File: src/rtl/aggregate_writer_pkg.sv
// -----------------------------------------------------------------------------
// aggregate_writer_pkg
// Shared constants, FSM state encoding, register-bank address map and the
// byte-address helper used by the aggregate writer.
// Optional feature macro used by this slice: AGG_WRITER_CHECKSUM_EN.
// -----------------------------------------------------------------------------
package aggregate_writer_pkg;

    localparam int MEM_DEPTH   = 1024;  // bytes; addresses wrap modulo this
    localparam int MEM_WIDTH   = 8;     // memory data width
    localparam int WORD_WIDTH  = 16;    // input word and address width
    localparam int COUNT_WIDTH = 8;     // word_count width

    // Register-bank address map
    localparam logic [WORD_WIDTH-1:0] REG_FLAG_ADDR = 16'h0000;  // flag word

    typedef enum logic [2:0] {
        ST_IDLE      = 3'd0,
        ST_WAIT_WORD = 3'd1,
        ST_WR_LO     = 3'd2,
        ST_WR_HI     = 3'd3,
        ST_DONE      = 3'd4,
        ST_CS_LO     = 3'd5,
        ST_CS_HI     = 3'd6
    } state_e;

    // 16-bit add, reduced modulo MEM_DEPTH, zero-extended back to 16 bits.
    function automatic logic [WORD_WIDTH-1:0] mem_addr(
        input logic [WORD_WIDTH-1:0] base,
        input logic [WORD_WIDTH-1:0] offset
    );
        logic [WORD_WIDTH-1:0] raw;
        raw = base + offset;
        return raw % WORD_WIDTH'(MEM_DEPTH);
    endfunction

endpackage

File: src/rtl/aggregate_writer_if.sv
// -----------------------------------------------------------------------------
// aggregate_writer_if
// Request/handshake/memory-write bundle of the aggregate writer.
//   master : the requester (drives start, base_addr, word_count, data_in,
//            data_valid; observes data_ready, address, data_out, wr_en,
//            busy, done)
//   slave  : the writer itself (mirror directions)
// -----------------------------------------------------------------------------
interface aggregate_writer_if;

    logic                                        start;
    logic [aggregate_writer_pkg::WORD_WIDTH-1:0]  base_addr;
    logic [aggregate_writer_pkg::COUNT_WIDTH-1:0] word_count;
    logic [aggregate_writer_pkg::WORD_WIDTH-1:0]  data_in;
    logic                                        data_valid;
    logic                                        data_ready;
    logic [aggregate_writer_pkg::WORD_WIDTH-1:0]  address;
    logic [aggregate_writer_pkg::MEM_WIDTH-1:0]   data_out;
    logic                                        wr_en;
    logic                                        busy;
    logic                                        done;

    modport master (
        output start, base_addr, word_count, data_in, data_valid,
        input  data_ready, address, data_out, wr_en, busy, done
    );

    modport slave (
        input  start, base_addr, word_count, data_in, data_valid,
        output data_ready, address, data_out, wr_en, busy, done
    );

endinterface

File: src/rtl/aggregate_writer_checksum16.sv
// -----------------------------------------------------------------------------
// checksum16
// 16-bit wrap-around accumulator of accepted words.
//   clock   : rising-edge clock
//   nrst    : synchronous active-low reset (sum -> 0)
//   clear_i : zero the sum (start of a run)
//   acc_i   : add word_i into the sum
//   word_i  : word to accumulate
//   sum_o   : current sum
// Only exists when AGG_WRITER_CHECKSUM_EN is defined; the default build has
// no accumulator at all.
// -----------------------------------------------------------------------------
`ifdef AGG_WRITER_CHECKSUM_EN
module checksum16
    import aggregate_writer_pkg::*;
(
    input  logic                  clock,
    input  logic                  nrst,
    input  logic                  clear_i,
    input  logic                  acc_i,
    input  logic [WORD_WIDTH-1:0] word_i,
    output logic [WORD_WIDTH-1:0] sum_o
);

    logic [WORD_WIDTH-1:0] sum_q;
    logic [WORD_WIDTH-1:0] sum_d;

    always_comb begin
        sum_d = sum_q;
        if (clear_i) begin
            sum_d = '0;
        end else if (acc_i) begin
            sum_d = sum_q + word_i;  // carry out is dropped: wrap-around sum
        end
    end

    always_ff @(posedge clock) begin
        if (!nrst) begin
            sum_q <= '0;
        end else begin
            sum_q <= sum_d;
        end
    end

    assign sum_o = sum_q;

endmodule
`endif

File: src/rtl/aggregate_writer.sv
// -----------------------------------------------------------------------------
// aggregate_writer
// Accepts a run of 16-bit words over a valid/ready handshake and stores each
// as two consecutive bytes (low byte first) starting at a latched base
// address in the 8-bit data memory, then raises done.
//   clock : rising-edge clock
//   nrst  : synchronous active-low reset
//   bus   : aggregate_writer_if.slave (start/base_addr/word_count request,
//           data_in/data_valid/data_ready handshake, address/data_out/wr_en
//           memory write port, busy/done status)
// Optional feature: AGG_WRITER_CHECKSUM_EN appends the 16-bit wrap-around
// sum of all accepted words as two more bytes after the payload.
// -----------------------------------------------------------------------------
module aggregate_writer
    import aggregate_writer_pkg::*;
(
    input  logic              clock,
    input  logic              nrst,
    aggregate_writer_if.slave bus
);

    state_e                 state_q, state_d;
    logic [WORD_WIDTH-1:0]  base_q,  base_d;
    logic [COUNT_WIDTH-1:0] count_q, count_d;
    logic [COUNT_WIDTH-1:0] idx_q,   idx_d;
    logic [WORD_WIDTH-1:0]  word_q,  word_d;

    // Byte offsets of the current word and of the checksum slot.
    logic [WORD_WIDTH-1:0]  word_offset;
    logic [WORD_WIDTH-1:0]  tail_offset;
    logic                   last_word;

    assign word_offset = {{(WORD_WIDTH-COUNT_WIDTH-1){1'b0}}, idx_q,   1'b0};
    assign tail_offset = {{(WORD_WIDTH-COUNT_WIDTH-1){1'b0}}, count_q, 1'b0};
    assign last_word   = (idx_q + 8'd1) == count_q;

`ifdef AGG_WRITER_CHECKSUM_EN
    logic                  cs_clear;
    logic                  cs_acc;
    logic [WORD_WIDTH-1:0] cs_sum;

    checksum16 u_checksum16 (
        .clock   (clock),
        .nrst    (nrst),
        .clear_i (cs_clear),
        .acc_i   (cs_acc),
        .word_i  (bus.data_in),
        .sum_o   (cs_sum)
    );
`endif

    // NOTE: every signal written here gets a default first, so no path leaves
    // a value unassigned and no latch is inferred.
    always_comb begin
        state_d = state_q;
        base_d  = base_q;
        count_d = count_q;
        idx_d   = idx_q;
        word_d  = word_q;

        bus.data_ready = 1'b0;
        bus.address    = '0;
        bus.data_out   = '0;
        bus.wr_en      = 1'b0;
        bus.busy       = (state_q != ST_IDLE) && (state_q != ST_DONE);
        bus.done       = (state_q == ST_DONE);
`ifdef AGG_WRITER_CHECKSUM_EN
        cs_clear = 1'b0;
        cs_acc   = 1'b0;
`endif

        case (state_q)
            ST_IDLE: begin
                if (bus.start) begin
                    base_d  = bus.base_addr;
                    count_d = bus.word_count;
                    idx_d   = '0;
`ifdef AGG_WRITER_CHECKSUM_EN
                    cs_clear = 1'b1;
                    state_d  = (bus.word_count == '0) ? ST_CS_LO : ST_WAIT_WORD;
`else
                    state_d  = (bus.word_count == '0) ? ST_DONE : ST_WAIT_WORD;
`endif
                end
            end

            ST_WAIT_WORD: begin
                bus.data_ready = 1'b1;
                if (bus.data_valid) begin
                    word_d  = bus.data_in;
                    state_d = ST_WR_LO;
`ifdef AGG_WRITER_CHECKSUM_EN
                    cs_acc  = 1'b1;
`endif
                end
            end

            ST_WR_LO: begin
                bus.wr_en    = 1'b1;
                bus.address  = mem_addr(base_q, word_offset);
                bus.data_out = word_q[7:0];
                state_d      = ST_WR_HI;
            end

            ST_WR_HI: begin
                bus.wr_en    = 1'b1;
                bus.address  = mem_addr(base_q, word_offset | 16'h0001);
                bus.data_out = word_q[15:8];
                idx_d        = idx_q + 8'd1;
                if (last_word) begin
`ifdef AGG_WRITER_CHECKSUM_EN
                    state_d = ST_CS_LO;
`else
                    state_d = ST_DONE;
`endif
                end else begin
                    state_d = ST_WAIT_WORD;
                end
            end

`ifdef AGG_WRITER_CHECKSUM_EN
            ST_CS_LO: begin
                bus.wr_en    = 1'b1;
                bus.address  = mem_addr(base_q, tail_offset);
                bus.data_out = cs_sum[7:0];
                state_d      = ST_CS_HI;
            end

            ST_CS_HI: begin
                bus.wr_en    = 1'b1;
                bus.address  = mem_addr(base_q, tail_offset | 16'h0001);
                bus.data_out = cs_sum[15:8];
                state_d      = ST_DONE;
            end
`endif

            ST_DONE: begin
                // done is held until the requester drops start.
                if (!bus.start) begin
                    state_d = ST_IDLE;
                end
            end

            default: begin
                state_d = ST_IDLE;
            end
        endcase
    end

    // NOTE: sequential state uses non-blocking assignments so every register
    // samples the pre-edge value of every other register.
    always_ff @(posedge clock) begin
        if (!nrst) begin
            state_q <= ST_IDLE;
            base_q  <= '0;
            count_q <= '0;
            idx_q   <= '0;
            word_q  <= '0;
        end else begin
            state_q <= state_d;
            base_q  <= base_d;
            count_q <= count_d;
            idx_q   <= idx_d;
            word_q  <= word_d;
        end
    end

endmodule

File: src/flat_wrapper.sv
// flat-port wrapper written by rule: the top's interface ports become plain ports
module aggregate_writer_flat import aggregate_writer_pkg::*;
  (clock, nrst, bus_start, bus_base_addr, bus_word_count, bus_data_in, bus_data_valid, bus_data_ready, bus_address, bus_data_out, bus_wr_en, bus_busy, bus_done);
  aggregate_writer_if bus_i ();
  input  logic clock;
  input  logic nrst;
  input wire logic [$bits(bus_i.start)-1:0] bus_start;
  input wire logic [$bits(bus_i.base_addr)-1:0] bus_base_addr;
  input wire logic [$bits(bus_i.word_count)-1:0] bus_word_count;
  input wire logic [$bits(bus_i.data_in)-1:0] bus_data_in;
  input wire logic [$bits(bus_i.data_valid)-1:0] bus_data_valid;
  output wire logic [$bits(bus_i.data_ready)-1:0] bus_data_ready;
  output wire logic [$bits(bus_i.address)-1:0] bus_address;
  output wire logic [$bits(bus_i.data_out)-1:0] bus_data_out;
  output wire logic [$bits(bus_i.wr_en)-1:0] bus_wr_en;
  output wire logic [$bits(bus_i.busy)-1:0] bus_busy;
  output wire logic [$bits(bus_i.done)-1:0] bus_done;
  assign bus_i.start = bus_start;
  assign bus_i.base_addr = bus_base_addr;
  assign bus_i.word_count = bus_word_count;
  assign bus_i.data_in = bus_data_in;
  assign bus_i.data_valid = bus_data_valid;
  assign bus_data_ready = bus_i.data_ready;
  assign bus_address = bus_i.address;
  assign bus_data_out = bus_i.data_out;
  assign bus_wr_en = bus_i.wr_en;
  assign bus_busy = bus_i.busy;
  assign bus_done = bus_i.done;
  aggregate_writer u_core (.clock(clock), .nrst(nrst), .bus(bus_i));
endmodule
File: config.mk
export PLATFORM = sky130hd
export DESIGN_NAME = aggregate_writer_flat
export DESIGN_NICKNAME = d
export VERILOG_FILES = /design/src/rtl/aggregate_writer_pkg.sv /design/src/rtl/aggregate_writer_if.sv /design/src/rtl/aggregate_writer_checksum16.sv /design/src/rtl/aggregate_writer.sv /design/src/flat_wrapper.sv
export SDC_FILE = /design/constraint.sdc
export NUM_CORES = 1
export LEC_CHECK = 0
export CAP_MARGIN = 20
export CORE_MARGIN = 2
export CORE_UTILIZATION = 44
export DETAILED_ROUTE_END_ITERATION = 10
export PLACE_DENSITY = 0.75
export SYNTH_ARGS = -nofsm -noshare
export SYNTH_HDL_FRONTEND = slang
export SYNTH_HIERARCHICAL = 1
export SYNTH_SLANG_ARGS = --single-unit
File: constraint.sdc
create_clock -name clock -period 2.16 [get_ports clock]
set_input_delay 0.432 -clock clock [delete_from_list [all_inputs] [get_ports clock]]
set_output_delay 0.432 -clock clock [all_outputs]
set_load 0.01 [all_outputs]
==> run_results.csv <==
group,metric,value,unit
grt,overflow,0,
route,ant_nets,0,
timing,hold_viol_final,0,
route,viasPerCell,5.17,
floorplan,dieArea,6980,sq um
timing,setup_ws,-431,ps
route,drt_drc_violations_left,0,
logic_synthesis,syn_area,2790,sq um
setup_path,r2r-start,"u_core/idx_q[0]$_SDFFE_PN0P_",
setup_path,critPathLaunchType,"register",
timing,holdWs,465,ps
placement,hpwlAfterDp,5120,um
timing,finalSetupViolCount,9,
route,first_iter_violations,110,
pwr,ir_drop,412,uV
cts,cts.path.max_buffers,2,
worst_hold_path,min_path_type,"reg -> reg",
cells_and_area,area_growth,38.7,%
pwr,power,2.00,mW
pwr,pwr-share-comb,22.4,%
pwr,power_frac_clock,32.0,%
route,wl_met2,3400,um
floorplan,start_util,46.2,%
logic_synthesis,synthArstFlopShare,0,%
setup_path,critPathLaunch,"u_core/base_q[1]$_SDFFE_PN0P_",
setup_path,critPathSlowestCell,"dfxtp_2",
setup_path,path_cells,"buf_6, inv_2, fa_2, a21oi_2, a41o_1, buf_6, a221oi_4, xor2_1, nor2_1, buf_2",
placement,place_congestion,0.876,
setup_path,critPathArrivalTime,2160,ps
cts,cts_root_buf,"clkbuf_8",
route,routed-via-count,2652,
setup_path,r2r_slack,110,ps
setup_path,crit_family,"compound AO/OA/AOI/OAI gates",
grt,grt_pass1_vias,2663,
logic_synthesis,synth_ff_type,"dfxtp_1",
setup_path,worstSetupEndpointType,"primary output",
route,routedLengthMet1,3260,um
timing,period_needed,2590,ps
setup_path,cp_num_buf_inv,4,
setup_path,crit_required,1730,ps
pwr,power_switching,550,uW
run_status,violations,"setup timing",
cells_and_area,drive_above_1_share,21.7,%
grt,grt_max_degree,20,
logic_synthesis,ys_warn_count,6,
run_status,status,"complete, but fails checks",
timing,finalMaxSlewViolations,0,
cts,cts.clk_slew.worst_paths,90,ps
logic_synthesis,synthDistinctLibCells,51,
job,drv_cap,0,
logic_synthesis,synth_top_area_cell,"dfxtp_1",
floorplan,fp.dieW,83.6,um
placement,io_buffers,59,
pwr,internal-power,1.45,mW
route,route.met3.wl,257,um
pwr,swShare,27.5,%
worst_hold_path,min_from,"u_core/word_q[11]$_SDFFE_PN0P_",
logic_synthesis,synth_edf_count,0,
route,wl,6980,um
setup_path,crit_fanout,2,
timing,rsz0062_at_grt,"yes",
cts,cts.sinks,45,
pwr,p_per_area,518,nW/um^2
cells_and_area,fin_nets,492,
timing,worstMarginPinSlew,546,ps
logic_synthesis,yosysSeqAreaShare,32.3,%
grt,antenna_found_initial,0,
cells_and_area,postLayoutCoreUtil,64.1,%
grt,grt_pass1_wl,11800,um
floorplan,die_h,83.6,um
setup_path,path_common_cell,"buf_6",
cts,cts_tree,"yes",
setup_path,cpPeakStageDelay,370,ps
cts,cts_buffers,5,
timing,fmaxAchievable,0.386,GHz
floorplan,rows,28,
route,post_drt_wl_per_cell,13.6,um
cts,cts_max_level,2,
pwr,p_seq_share,45.6,%
floorplan,pin_count,72,
cts,insertion_delay,300,ps
logic_synthesis,synth.area.top_cells,"dfxtp_1 32%, nand2_1 11%, a21boi_0 8.9%",
cells_and_area,diodes,0,
floorplan,core,6030,sq um
grt,grt_usage,20.0,%
setup_path,setup.worst_path.class,"reg -> out",
timing,fin_skew,10.8,ps
logic_synthesis,synth.top_cell.area_share,32.3,%
logic_synthesis,synth_cells,350,
cells_and_area,fill_cells,529,
pwr,p_leak,1.63,nW
timing,finalCritPeriodShare,120,%
logic_synthesis,synth.avg_cell_area,7.96,sq um
timing,max_slew_margin,63.5,%
route,top_layer_used,"met4",
logic_synthesis,synth_seq_cells,45,
route,first_pass_iters,4,
## repair_timing
action                     CTS  global route
setup endpoints to repair   19            15
hold endpoints to repair     0             0
pin swaps                   16            14
gates resized for setup     67            10
setup buffers                3             2
hold buffers                 0             0
## worst min-delay path, cell delays in order, from the launching register on
cell and delay [ps]:
dfxtp_1 320, nand2_1 50, a21boi_0 60
## power by group through the flow
stage / Combinational, mW / Sequential, mW / Clock [mW]
after CTS: 0.437 / 0.912 / 0.652
after global routing: 0.492 / 0.918 / 0.686
after floorplan: 0.253 / 0.919 / 0
after detailed placement: 0.425 / 0.927 / 0
final: 0.447 / 0.913 / 0.640
after global placement: 0.418 / 0.925 / 0
## cell usage in the layout (no fill, tap or decap), types with 3 or more instances in the layout
cell type	n
a21boi_0	33
conb_1	6
buf_6	6
buf_2	9
dfxtp_2	6
xor2_1	8
nor2b_1	4
and2_1	3
nor3_1	5
nor3b_1	4
inv_2	3
a21oi_1	8
o21ai_0	9
a41o_1	3
dlygate4sd2_1	8
or3_1	3
ha_1	4
a21oi_2	4
clkbuf_8	5
nand3_1	6
o21a_1	3
nor2_1	23
a21boi_1	6
xnor2_1	7
mux2i_1	11
inv_1	3
clkdlybuf4s50_1	42
dfxtp_1	38
a21o_1	6
buf_4	37
nand2_1	82
ha_4	4
## cell families after synthesis
kind of cell,Yosys count,share of synthesized area (%)
multiplexers,12,4.36
buffers and inverters,34,6.83
adder cells (fa/ha/maj),11,5.48
AND/OR/NAND/NOR,143,23.4
XOR/XNOR,17,5.35
other,1,0.135
flip-flops,45,32.3
AO/OA/AOI/OAI,87,22.1
## final cells by class
cell class	instances	area (sq um)	share of cell area [%]
Multi-Input combinational cell	276	1830	47.4
Timing Repair Buffer	102	881	22.8
Sequential cell	45	912	23.6
Clock inverter	3	46.3	1.20
Clock buffer	5	68.8	1.78
Tap cell	75	93.8	2.43
Inverter	7	31.3	0.810
## cell usage after synthesis, types with 2 or more instances
cell type,n
buf_4,9
o31ai_1,2
nor3_1,6
nor2_1,23
xor2_1,8
a21boi_0,33
nand3b_1,2
nand3_1,6
nor3b_1,4
a21boi_1,6
xnor2_1,9
ha_1,9
fa_1,2
o21ai_0,10
a211oi_1,2
clkbuf_1,8
and3_1,2
nor4_1,2
a21oi_1,12
mux2i_1,11
o2111ai_1,2
a41o_1,3
nand2_1,82
and2_1,3
a21o_1,6
nor2b_1,4
buf_2,6
buf_6,2
dfxtp_1,45
inv_1,6
o21a_1,3
or3_1,3
## routing by layer
metal | up-vias | track usage, %
li1 | 1355 | -
met1 | 1230 | 25.0
met2 | 61 | 35.6
met3 | 6 | 3.17
met4 | 0 | 5.57
met5 | - | 0
## per-stage QoR
stage          instance area (sq um)  setup TNS (ps)  setup slack [ps]  instances
2_1_floorplan                   2820           -63.8             -37.7        355
3_3_place_gp                    3640           -2810              -526        501
3_5_place_dp                    3640           -3060              -546        501
4_1_cts                         3810           -2430              -439        512
5_1_grt                         3860           -3280              -530        513
6_report                        3860           -2290              -431        513
## registers in the layout (all words and copies together) (netlist names)
name and cells:
u_core/base_q 10, u_core/idx_q 8, u_core/state_q 3, u_core/word_q 16, u_core/count_q 8
## path summary, 6_finish.rpt
kind	end	cells after the start
worst max-delay path	bus_address[8]	10
worst min-delay path	u_core/word_q[11]$_SDFFE_PN0P_	2
worst max register to register	u_core/state_q[0]$_SDFFE_PN0P_	10
worst min register to register	u_core/word_q[11]$_SDFFE_PN0P_	2
Power figures use the tool's default switching activity.
